File: config.mk
export PLATFORM = sky130hd
export DESIGN_NAME = acb_dram_request_arbiter_2to1
export DESIGN_NICKNAME = d
export VERILOG_FILES = /design/src/rtl/acb_dram_request_arbiter_2to1.sv
export SDC_FILE = /design/constraint.sdc
export NUM_CORES = 1
export LEC_CHECK = 0
export BUFFER_PORTS_ARGS = -buffer_cell sky130_fd_sc_hd__clkbuf_2
export CORE_AREA = 3 3 208 210
export DETAILED_ROUTE_END_ITERATION = 8
export DIE_AREA = 0 0 211 213
export SYNTH_ARGS = -nofsm -noshare
export SYNTH_HDL_FRONTEND = slang
export SYNTH_SLANG_ARGS = --single-unit
File: constraint.sdc
create_clock -name ui_clk -period 3.6 [get_ports ui_clk]
set_input_delay 0.72 -clock ui_clk [delete_from_list [all_inputs] [get_ports ui_clk]]
set_output_delay 0.72 -clock ui_clk [all_outputs]
set_load 0.01 [all_outputs]
File: src/rtl/acb_dram_request_arbiter_2to1.sv
// -----------------------------------------------------------------------------
// acb_dram_request_arbiter_2to1
//
// Round-robin merge of two requester pipes onto the single ACB DRAM request
// pipe, with in-order steering of DRAM responses back to the requester that
// issued each request.
//
// Request side:
//   - A one-entry holding register drives DRAM_REQUEST_*. A new request can
//     be taken whenever the register is empty or is draining this cycle, so
//     back-to-back traffic runs at one request per clock.
//   - On a tie the port that did not win last time is granted.
//   - Every accepted request pushes its port id into a grant-order FIFO.
//     The FIFO depth bounds the number of outstanding requests.
//
// Response side:
//   - Pure combinational pass-through with no storage. The FIFO head selects
//     which RESP port sees the bridge response. A response transfer pops the
//     head.
//   - A bridge response while nothing is outstanding is ignored.
//
// Ports:
//   ui_clk, sys_rst_n                  clock, async active-low reset
//   REQx_pipe_write_req/_ack/_data     requester x request pipe (x = 0,1)
//   RESPx_pipe_read_req/_ack/_data     requester x response pipe
//   DRAM_REQUEST_pipe_write_*          merged request pipe to the bridge
//   DRAM_RESPONSE_pipe_read_*          response pipe from the bridge
//   order_count, order_full            outstanding request count / FIFO full
// -----------------------------------------------------------------------------
module acb_dram_request_arbiter_2to1 #(
  parameter int ORDER_DEPTH = 16,
  parameter int REQ_W       = 110,
  parameter int RESP_W      = 65,
  localparam int PW         = $clog2(ORDER_DEPTH),
  localparam int CW         = PW + 1
) (
  input  logic              ui_clk,
  input  logic              sys_rst_n,

  input  logic              REQ0_pipe_write_req,
  output logic              REQ0_pipe_write_ack,
  input  logic [REQ_W-1:0]  REQ0_pipe_write_data,
  input  logic              REQ1_pipe_write_req,
  output logic              REQ1_pipe_write_ack,
  input  logic [REQ_W-1:0]  REQ1_pipe_write_data,

  input  logic              RESP0_pipe_read_req,
  output logic              RESP0_pipe_read_ack,
  output logic [RESP_W-1:0] RESP0_pipe_read_data,
  input  logic              RESP1_pipe_read_req,
  output logic              RESP1_pipe_read_ack,
  output logic [RESP_W-1:0] RESP1_pipe_read_data,

  output logic              DRAM_REQUEST_pipe_write_req,
  input  logic              DRAM_REQUEST_pipe_write_ack,
  output logic [REQ_W-1:0]  DRAM_REQUEST_pipe_write_data,

  output logic              DRAM_RESPONSE_pipe_read_req,
  input  logic              DRAM_RESPONSE_pipe_read_ack,
  input  logic [RESP_W-1:0] DRAM_RESPONSE_pipe_read_data,

  output logic [CW-1:0]     order_count,
  output logic              order_full
);

  localparam logic [CW-1:0] FULL_CNT = CW'(ORDER_DEPTH);

  // ---------------------------------------------------------------------------
  // State
  // ---------------------------------------------------------------------------
  logic                   r_hold_v;
  logic [REQ_W-1:0]       r_hold_d;
  logic                   r_last_grant;
  logic [ORDER_DEPTH-1:0] r_order;       // port id per slot
  logic [PW-1:0]          r_wptr;
  logic [PW-1:0]          r_rptr;
  logic [CW-1:0]          r_count;

  // ---------------------------------------------------------------------------
  // Request arbitration
  // ---------------------------------------------------------------------------
  logic             w_full;
  logic             w_nonempty;
  logic             w_drain;
  logic             w_can_accept;
  logic             w_gnt_v;
  logic             w_gnt_port;
  logic             w_ack0;
  logic             w_ack1;
  logic             w_push;
  logic [REQ_W-1:0] w_push_d;

  assign w_full     = (r_count == FULL_CNT);
  assign w_nonempty = (r_count != '0);
  assign w_drain    = r_hold_v & DRAM_REQUEST_pipe_write_ack;

  // The full flag comes from the current count. A pop in the same cycle
  // does not open the slot until the next cycle.
  assign w_can_accept = (~r_hold_v | DRAM_REQUEST_pipe_write_ack) & ~w_full;

  // Single request: that port wins. Tie: the port that lost last time wins.
  assign w_gnt_v    = REQ0_pipe_write_req | REQ1_pipe_write_req;
  assign w_gnt_port = (REQ0_pipe_write_req & REQ1_pipe_write_req) ? ~r_last_grant
                                                                  : REQ1_pipe_write_req;

  // Acks are held low while reset is asserted, even though the rest of the
  // path would already allow an accept.
  assign w_ack0 = sys_rst_n & w_can_accept & w_gnt_v & ~w_gnt_port;
  assign w_ack1 = sys_rst_n & w_can_accept & w_gnt_v &  w_gnt_port;
  assign w_push = w_ack0 | w_ack1;
  assign w_push_d = w_gnt_port ? REQ1_pipe_write_data : REQ0_pipe_write_data;

  assign REQ0_pipe_write_ack = w_ack0;
  assign REQ1_pipe_write_ack = w_ack1;

  assign DRAM_REQUEST_pipe_write_req  = r_hold_v;
  assign DRAM_REQUEST_pipe_write_data = r_hold_d;

  always_ff @(posedge ui_clk or negedge sys_rst_n) begin
    if (!sys_rst_n) begin
      r_hold_v     <= 1'b0;
      r_hold_d     <= '0;
      r_last_grant <= 1'b1;          // port0 wins the first tie
    end else begin
      if (w_push) begin
        r_hold_v     <= 1'b1;
        r_hold_d     <= w_push_d;
        r_last_grant <= w_gnt_port;
      end else if (w_drain) begin
        r_hold_v     <= 1'b0;
      end
    end
  end

  // ---------------------------------------------------------------------------
  // Response steering
  // ---------------------------------------------------------------------------
  logic w_head;
  logic w_head_req;
  logic w_pop;

  assign w_head     = r_order[r_rptr];
  assign w_head_req = w_head ? RESP1_pipe_read_req : RESP0_pipe_read_req;

  // Only the head port may take a response. The other port stalls even if it
  // is ready, so responses stay in order.
  assign DRAM_RESPONSE_pipe_read_req = w_nonempty & w_head_req;
  assign RESP0_pipe_read_ack = w_nonempty & ~w_head & DRAM_RESPONSE_pipe_read_ack;
  assign RESP1_pipe_read_ack = w_nonempty &  w_head & DRAM_RESPONSE_pipe_read_ack;

  // The error bit rides along untouched. Consumers qualify the data by ack.
  assign RESP0_pipe_read_data = DRAM_RESPONSE_pipe_read_data;
  assign RESP1_pipe_read_data = DRAM_RESPONSE_pipe_read_data;

  assign w_pop = w_nonempty & w_head_req & DRAM_RESPONSE_pipe_read_ack;

  // ---------------------------------------------------------------------------
  // Grant-order FIFO. Pointers wrap naturally because the depth is 2^PW.
  // ---------------------------------------------------------------------------
  always_ff @(posedge ui_clk or negedge sys_rst_n) begin
    if (!sys_rst_n) begin
      r_order <= '0;
      r_wptr  <= '0;
      r_rptr  <= '0;
      r_count <= '0;
    end else begin
      if (w_push) begin
        r_order[r_wptr] <= w_gnt_port;
        r_wptr          <= r_wptr + PW'(1);
      end
      if (w_pop)
        r_rptr <= r_rptr + PW'(1);
      case ({w_push, w_pop})
        2'b10:   r_count <= r_count + CW'(1);
        2'b01:   r_count <= r_count - CW'(1);
        default: r_count <= r_count;
      endcase
    end
  end

  assign order_count = r_count;
  assign order_full  = w_full;

endmodule

## Word level (Yosys, flattened, before mapping)

Cells that the tools add are included.

- Logic and storage cells: 53
- Bits of input ports: 293
- Output and inout bits: 252
- Flip-flop bits (word level): 141

- Equal/unequal tests: 3
- Muxes and demuxes: 11
- Bitwise gates (word level): 21
- Add/sub/neg operators: 4
- Reduce and logical (&&, ||, !) cells: 4
- $lt $le $gt $ge: 3

Operators with widths:

| kind | number |
|---|---|
| 2-to-1 mux 110 bit | 1 |
| bitwise mux 16 bit | 1 |
| bitwise AND 1 bit | 13 |
| less-than comparator 4 x 5 -> 1 bit (second input constant) | 2 |
| case mux 5 bit (2 select lines) | 1 |
| adder 4 x 1 -> 4 bit (second input constant) | 2 |
| 2-to-1 mux 1 bit | 6 |
| adder 5 x 1 -> 5 bit (second input constant) | 1 |
| equality test 5 bit (second input constant) | 1 |
| NOT 1 bit | 5 |
| nonzero test 5 bit | 1 |
| subtractor 5 x 1 -> 5 bit (second input constant) | 1 |
| binary-select mux 1 bit (select 4 bit) | 1 |
| demux 1 bit (select 4 bit) | 1 |
| greater-or-equal comparator 4 x 1 -> 1 bit (second input constant) | 1 |
| nonzero test 2 bit | 2 |
| bitwise OR 1 bit | 3 |
| equality test 2 x 1 -> 1 bit (second input constant) | 1 |
| equality test 2 bit (second input constant) | 1 |
| logical AND 1 bit | 1 |

## Longest topological paths before layout

- Depth after elaboration: 9
- Gate-level depth with buffers: 13
- Gate-level depth less buffers: 11

## Worst setup path after synthesis

No wires, ideal clock.

- Path type: register to register
- From: register r_rptr[1]
- To: register r_count[4], in the netlist order_count[4]
- Cell stages (with the launch flop): 13
- Buffers on the path: 1
- Clock period less this slack: 3.267 ns
- Arrival time: 3.135 ns
- Slack: 0.333 ns
- Setup time: 0.132 ns
- Required time: 3.468 ns
- Cell sequence: dfrtp_1 > buf_6 > mux4_1 > mux4_2 > mux2i_4 > nor2_2 > ha_1 > fa_1 > a21o_1 > a21oi_1 > xor2_1 > nor2_1 > xor2_1

- Word-level cells in the longest chain between the ends: 7
- Elaborated cells on any way between the ends: 9
- Those cells by class: eq/ne (2); mux (4); bitwise (2); reduce/logical (1)

Ends and longest elaborated chain:

| element | RTL line | text |
|---|---|---|
| start: declaration | 76 | `logic [PW-1:0] r_rptr;` |
| start signal: assignment | 172 | `r_rptr <= r_rptr + PW'(1);` |
| binary-select mux 1 bit (select 4 bit) * | 142 | `assign w_head = r_order[r_rptr];` |
| 2-to-1 mux 1 bit (not written as such) * | 142 |  |
| 2-to-1 mux 1 bit * | 143 | `assign w_head_req = w_head ? RESP1_pipe_read_req : RESP0_pipe_read_req;` |
| bitwise AND 1 bit * (2 in series) | 155 | `assign w_pop = w_nonempty & w_head_req & DRAM_RESPONSE_pipe_read_ack;` |
| via w_pop | 140 | `logic w_pop;` |
| equality test 2 x 1 -> 1 bit or equality test 2 bit (tied branches) | 173 | `case ({w_push, w_pop})` |
| case mux 5 bit (2 select lines) or nonzero test 2 bit (tied branches) | n/a |  |
| end signal: assignment | 174 | `2'b10: r_count <= r_count + CW'(1);` |
| end signal: assignment | 175 | `2'b01: r_count <= r_count - CW'(1);` |
| end signal: assignment | 176 | `default: r_count <= r_count;` |
| end: declaration | 77 | `logic [CW-1:0] r_count;` |

Mark *: on every way through the listed nets, which the timed path passes. The rest lies on a longest branch. The select of a mux whose other input is x is not followed.
A chain may end at the register's enable or synchronous reset.

## Final worst setup path

Ends and elaborated chain as after synthesis.

==> impl_metrics.prom <==
# TYPE chip_impl_metric gauge
chip_impl_metric{name="worst-endpoint-arrival",unit="ns"} 3.73
chip_impl_metric{name="finalNetCount",unit=""} 1250
chip_impl_info{name="maxUsedRoutingLayer",value="met4"} 1
chip_impl_metric{name="drt_iter0_markers",unit=""} 231
chip_impl_metric{name="grt.overflow.total",unit=""} 0
chip_impl_metric{name="fmax",unit="MHz"} 293
chip_impl_metric{name="cp_max_fo",unit=""} 7
chip_impl_metric{name="grt_pass1_vias",unit=""} 5671
chip_impl_metric{name="grt_max_degree",unit=""} 177
chip_impl_metric{name="cts.clk_slew.worst_paths",unit="ns"} 0.06
chip_impl_info{name="cts_root_buffer",value="clkbuf_16"} 1
chip_impl_metric{name="pre_cts_ws",unit="ns"} 0.00887
chip_impl_metric{name="worst_ir_drop_vdd",unit="V"} 0.000261
chip_impl_info{name="result_of_the_run",value="finished, final reports clean"} 1
chip_impl_metric{name="synth_nets",unit=""} 1048
chip_impl_metric{name="route.met2.wl",unit="mm"} 10.0
chip_impl_metric{name="final.setup.worst_slack",unit="ns"} 0.182
chip_impl_metric{name="clock_sinks",unit=""} 141
chip_impl_info{name="yosysTopAreaCell",value="dfrtp_1"} 1
chip_impl_metric{name="cts.htree.levels",unit=""} 4
chip_impl_metric{name="routedWlPerCell",unit="um"} 14.1
chip_impl_metric{name="clock_latency",unit="ns"} 0.44
chip_impl_metric{name="critPathRequiredTime",unit="ns"} 3.92
chip_impl_metric{name="cellLeakagePower",unit="nW"} 4.95
chip_impl_metric{name="detail_route.wirelength.met1",unit="mm"} 8.89
chip_impl_metric{name="layout-area-overhead-vs-synth",unit="%"} 26.8
chip_impl_metric{name="met3_wirelength_from_detailed_routing",unit="mm"} 1.93
chip_impl_metric{name="grt_first_pass_wirelength",unit="mm"} 31.8
chip_impl_info{name="grt_setup_unrepaired",value="no"} 1
chip_impl_metric{name="final_core_util",unit=""} 0.232
chip_impl_info{name="critPathCaptureType",value="register"} 1
chip_impl_metric{name="fp.dieArea",unit="sq um"} 44900
chip_impl_metric{name="cts_inserted_buffers",unit=""} 17
chip_impl_metric{name="layout-drive-gt1-share",unit=""} 0.434
chip_impl_metric{name="hold_viol",unit=""} 0
chip_impl_metric{name="drt_drc",unit=""} 0
chip_impl_metric{name="netlist_instances",unit=""} 745
chip_impl_metric{name="cts_hold_repair.buffers",unit=""} 0
chip_impl_metric{name="grt_use_total",unit=""} 0.0929
chip_impl_metric{name="maxCapViolCount",unit=""} 0
chip_impl_metric{name="clock-skew-final",unit="ns"} 0.00633
chip_impl_metric{name="synth.avg_cell_area",unit="sq um"} 10.2
chip_impl_metric{name="pin_slew_with_the_least_headroom_to_its_limit",unit="ns"} 0.783
chip_impl_info{name="min_path_type",value="input port to async pin"} 1
chip_impl_info{name="start_to_end_type_of_the_worst_setup_path",value="register to register"} 1
chip_impl_metric{name="synth_seq_area_share",unit=""} 0.463
chip_impl_metric{name="drt_pre_antenna_iters",unit=""} 5
chip_impl_metric{name="antenna-diode-count",unit=""} 0
chip_impl_metric{name="n_fill_cell",unit=""} 4490
chip_impl_metric{name="yosys_warnings",unit=""} 0
chip_impl_metric{name="die-width",unit="um"} 211
chip_impl_metric{name="rows",unit=""} 75
chip_impl_metric{name="dp.cells",unit=""} 1467
chip_impl_metric{name="hpwlAfterDp",unit="mm"} 16.5
chip_impl_metric{name="postSynthRegisterBits",unit=""} 141
chip_impl_metric{name="antenna_left",unit=""} 0
chip_impl_metric{name="finalSetupTns",unit="ns"} 0
chip_impl_metric{name="floorplan.core_area",unit="sq um"} 41800
chip_impl_metric{name="totalWireLength",unit="mm"} 21.1
chip_impl_metric{name="instances_no_fill",unit=""} 1498
chip_impl_metric{name="vias",unit=""} 5625
chip_impl_metric{name="post_synthesis_cell_type_count",unit=""} 37
chip_impl_info{name="synth.area.top_cells",value="dfrtp_1 46%, mux2i_1 14%, buf_4 13%, o21ai_1 6.0%, nand2_1 5.7%"} 1
chip_impl_metric{name="cell_area_after_synthesis",unit="sq um"} 7630
chip_impl_info{name="setup.worst_path.start_class",value="register"} 1
chip_impl_metric{name="cts.path.max_buffers",unit=""} 2
chip_impl_metric{name="place_congestion",unit=""} 0.775
chip_impl_metric{name="timing_max_transition_violations_final",unit=""} 0
chip_impl_metric{name="initial_utilization",unit=""} 0.183
chip_impl_metric{name="finalSetupViolations",unit=""} 0
chip_impl_metric{name="grt_antenna_before_repair",unit=""} 0
chip_impl_metric{name="ioPinCount",unit=""} 545
chip_impl_metric{name="min_period_over_period",unit=""} 0.949
chip_impl_metric{name="fp.dieH",unit="um"} 213
chip_impl_metric{name="normalized_max_slew_margin",unit=""} 0.478
chip_impl_metric{name="placement.io_buffers",unit=""} 349
chip_impl_metric{name="period_needed",unit="ns"} 3.42
chip_impl_metric{name="post_drt_via_cell_ratio",unit=""} 3.76
chip_impl_info{name="clock_tree_from_tritoncts",value="done"} 1
chip_impl_metric{name="cellPowerDensity",unit="nW/um^2"} 714
chip_impl_metric{name="synthDominantCellAreaShare",unit=""} 0.459
[routing by layer]
layer,track usage,vias to the layer above
met5,0,-
met4,0.0335,0
met3,0.0464,15
met2,0.144,252
met1,0.112,2548
li1,-,2810
[path summary, 6_finish.rpt]
kind,from,endpoint,slack [ns],cells after the start
setup reg to reg,r_rptr[1],order_count[4],0.18,11
min in group ui_clk,DRAM_REQUEST_pipe_write_data[3],DRAM_REQUEST_pipe_write_data[3],0.48,2
hold / removal,sys_rst_n,order_count[0],0.14,1
setup / recovery,r_rptr[1],order_count[4],0.18,11
hold reg to reg,DRAM_REQUEST_pipe_write_data[3],DRAM_REQUEST_pipe_write_data[3],0.48,2
max in group asynchronous,sys_rst_n,DRAM_REQUEST_pipe_write_data[96],2.38,2
[cells in the mapped netlist]
| library cell | n |
|---|---|
| a21boi_1 | 1 |
| a21o_1 | 3 |
| a21oi_1 | 2 |
| and2_1 | 1 |
| buf_1 | 5 |
| buf_4 | 130 |
| buf_6 | 1 |
| clkbuf_1 | 38 |
| dfrtp_1 | 140 |
| dfstp_2 | 1 |
| fa_1 | 1 |
| ha_1 | 9 |
| inv_1 | 3 |
| inv_2 | 1 |
| mux2_2 | 17 |
| mux2_4 | 1 |
| mux2i_1 | 110 |
| mux2i_4 | 1 |
| mux4_1 | 3 |
| mux4_2 | 2 |
| nand2_1 | 116 |
| nand2b_1 | 1 |
| nand3_1 | 13 |
| nand4_1 | 5 |
| nor2_1 | 6 |
| nor2_2 | 1 |
| nor2b_1 | 3 |
| nor3_1 | 1 |
| nor3b_1 | 1 |
| nor4_1 | 1 |
| o2111a_1 | 1 |
| o21ai_0 | 21 |
| o21ai_1 | 92 |
| o21ai_4 | 1 |
| or4_1 | 1 |
| xnor2_1 | 5 |
| xor2_1 | 6 |
[cells in the final DEF (no fill, tap or decap), types with 8 or more instances in the layout]
cell type  instances
clkbuf_16         17
clkbuf_2         348
dfrtp_1          139
ha_1               8
mux2_2            17
mux2i_1          110
nand2_1          116
nand3_1           13
o21ai_0           21
o21ai_1           92
[final cells by class]
type	instances	area [sq um]	share of cell area
multi-input combinational	426	2950	0.305
sequential	141	3530	0.365
tap	539	674	0.0697
inverter	4	20.0	0.00207
clock inverter	13	211	0.0219
timing repair buffer	357	1850	0.191
clock buffer	18	439	0.0454
[repair_timing]
item,CTS,global route
gates resized for setup,1,1
buffers inserted,0,0
setup endpoints to repair,1,1
cloned,0,0
[cell families (layout without fill, tap and decap cells)]
logic type,after synthesis,after routing,share of synthesized area
buffers and inverters,178,392,0.153
multiplexers,134,134,0.191
adder cells (fa/ha/maj),10,10,0.0174
AND/OR/NAND/NOR,150,150,0.0810
AO/OA/AOI/OAI,121,121,0.0830
flip-flops,141,141,0.463
XOR/XNOR,11,11,0.0126
[worst max-delay path, stage by stage, from the launching register on]
cell and delay (ns):
dfrtp_2 0.47, mux4_1 0.61, mux4_2 0.54, mux2i_4 0.23
nor2_2 0.09, ha_2 0.22, fa_1 0.41, a21o_1 0.20
a21oi_1 0.16, xor2_1 0.17, nor2_1 0.07, xor2_1 0.13
[where the power goes]
part / internal [mW] / total, mW / leakage, nW / switching [mW]
Clock: 1.25 / 1.98 / 0.317 / 0.729
Combinational: 1.08 / 2.35 / 2.89 / 1.27
Sequential: 2.18 / 2.59 / 1.74 / 0.410
[state kept, by name, summed over array words and instances (netlist names)]
signal                        cells
r_order                          16
r_wptr                            4
DRAM_REQUEST_pipe_write_data    110
r_last_grant                      1
DRAM_REQUEST_pipe_write_req       1
order_count                       5
r_rptr                            4
[through the flow]
stage               hold WS [ns]  total power, mW  area, sq um
floorplan                  0.424             4.11         7630
global placement           0.462             4.94         9020
detailed placement         0.469             5.02         9020
CTS                        0.107             7.07         9670
global route               0.115             7.44         9670
finish                     0.138             6.91         9670
Note: power is estimated with default switching activity, not from simulation.
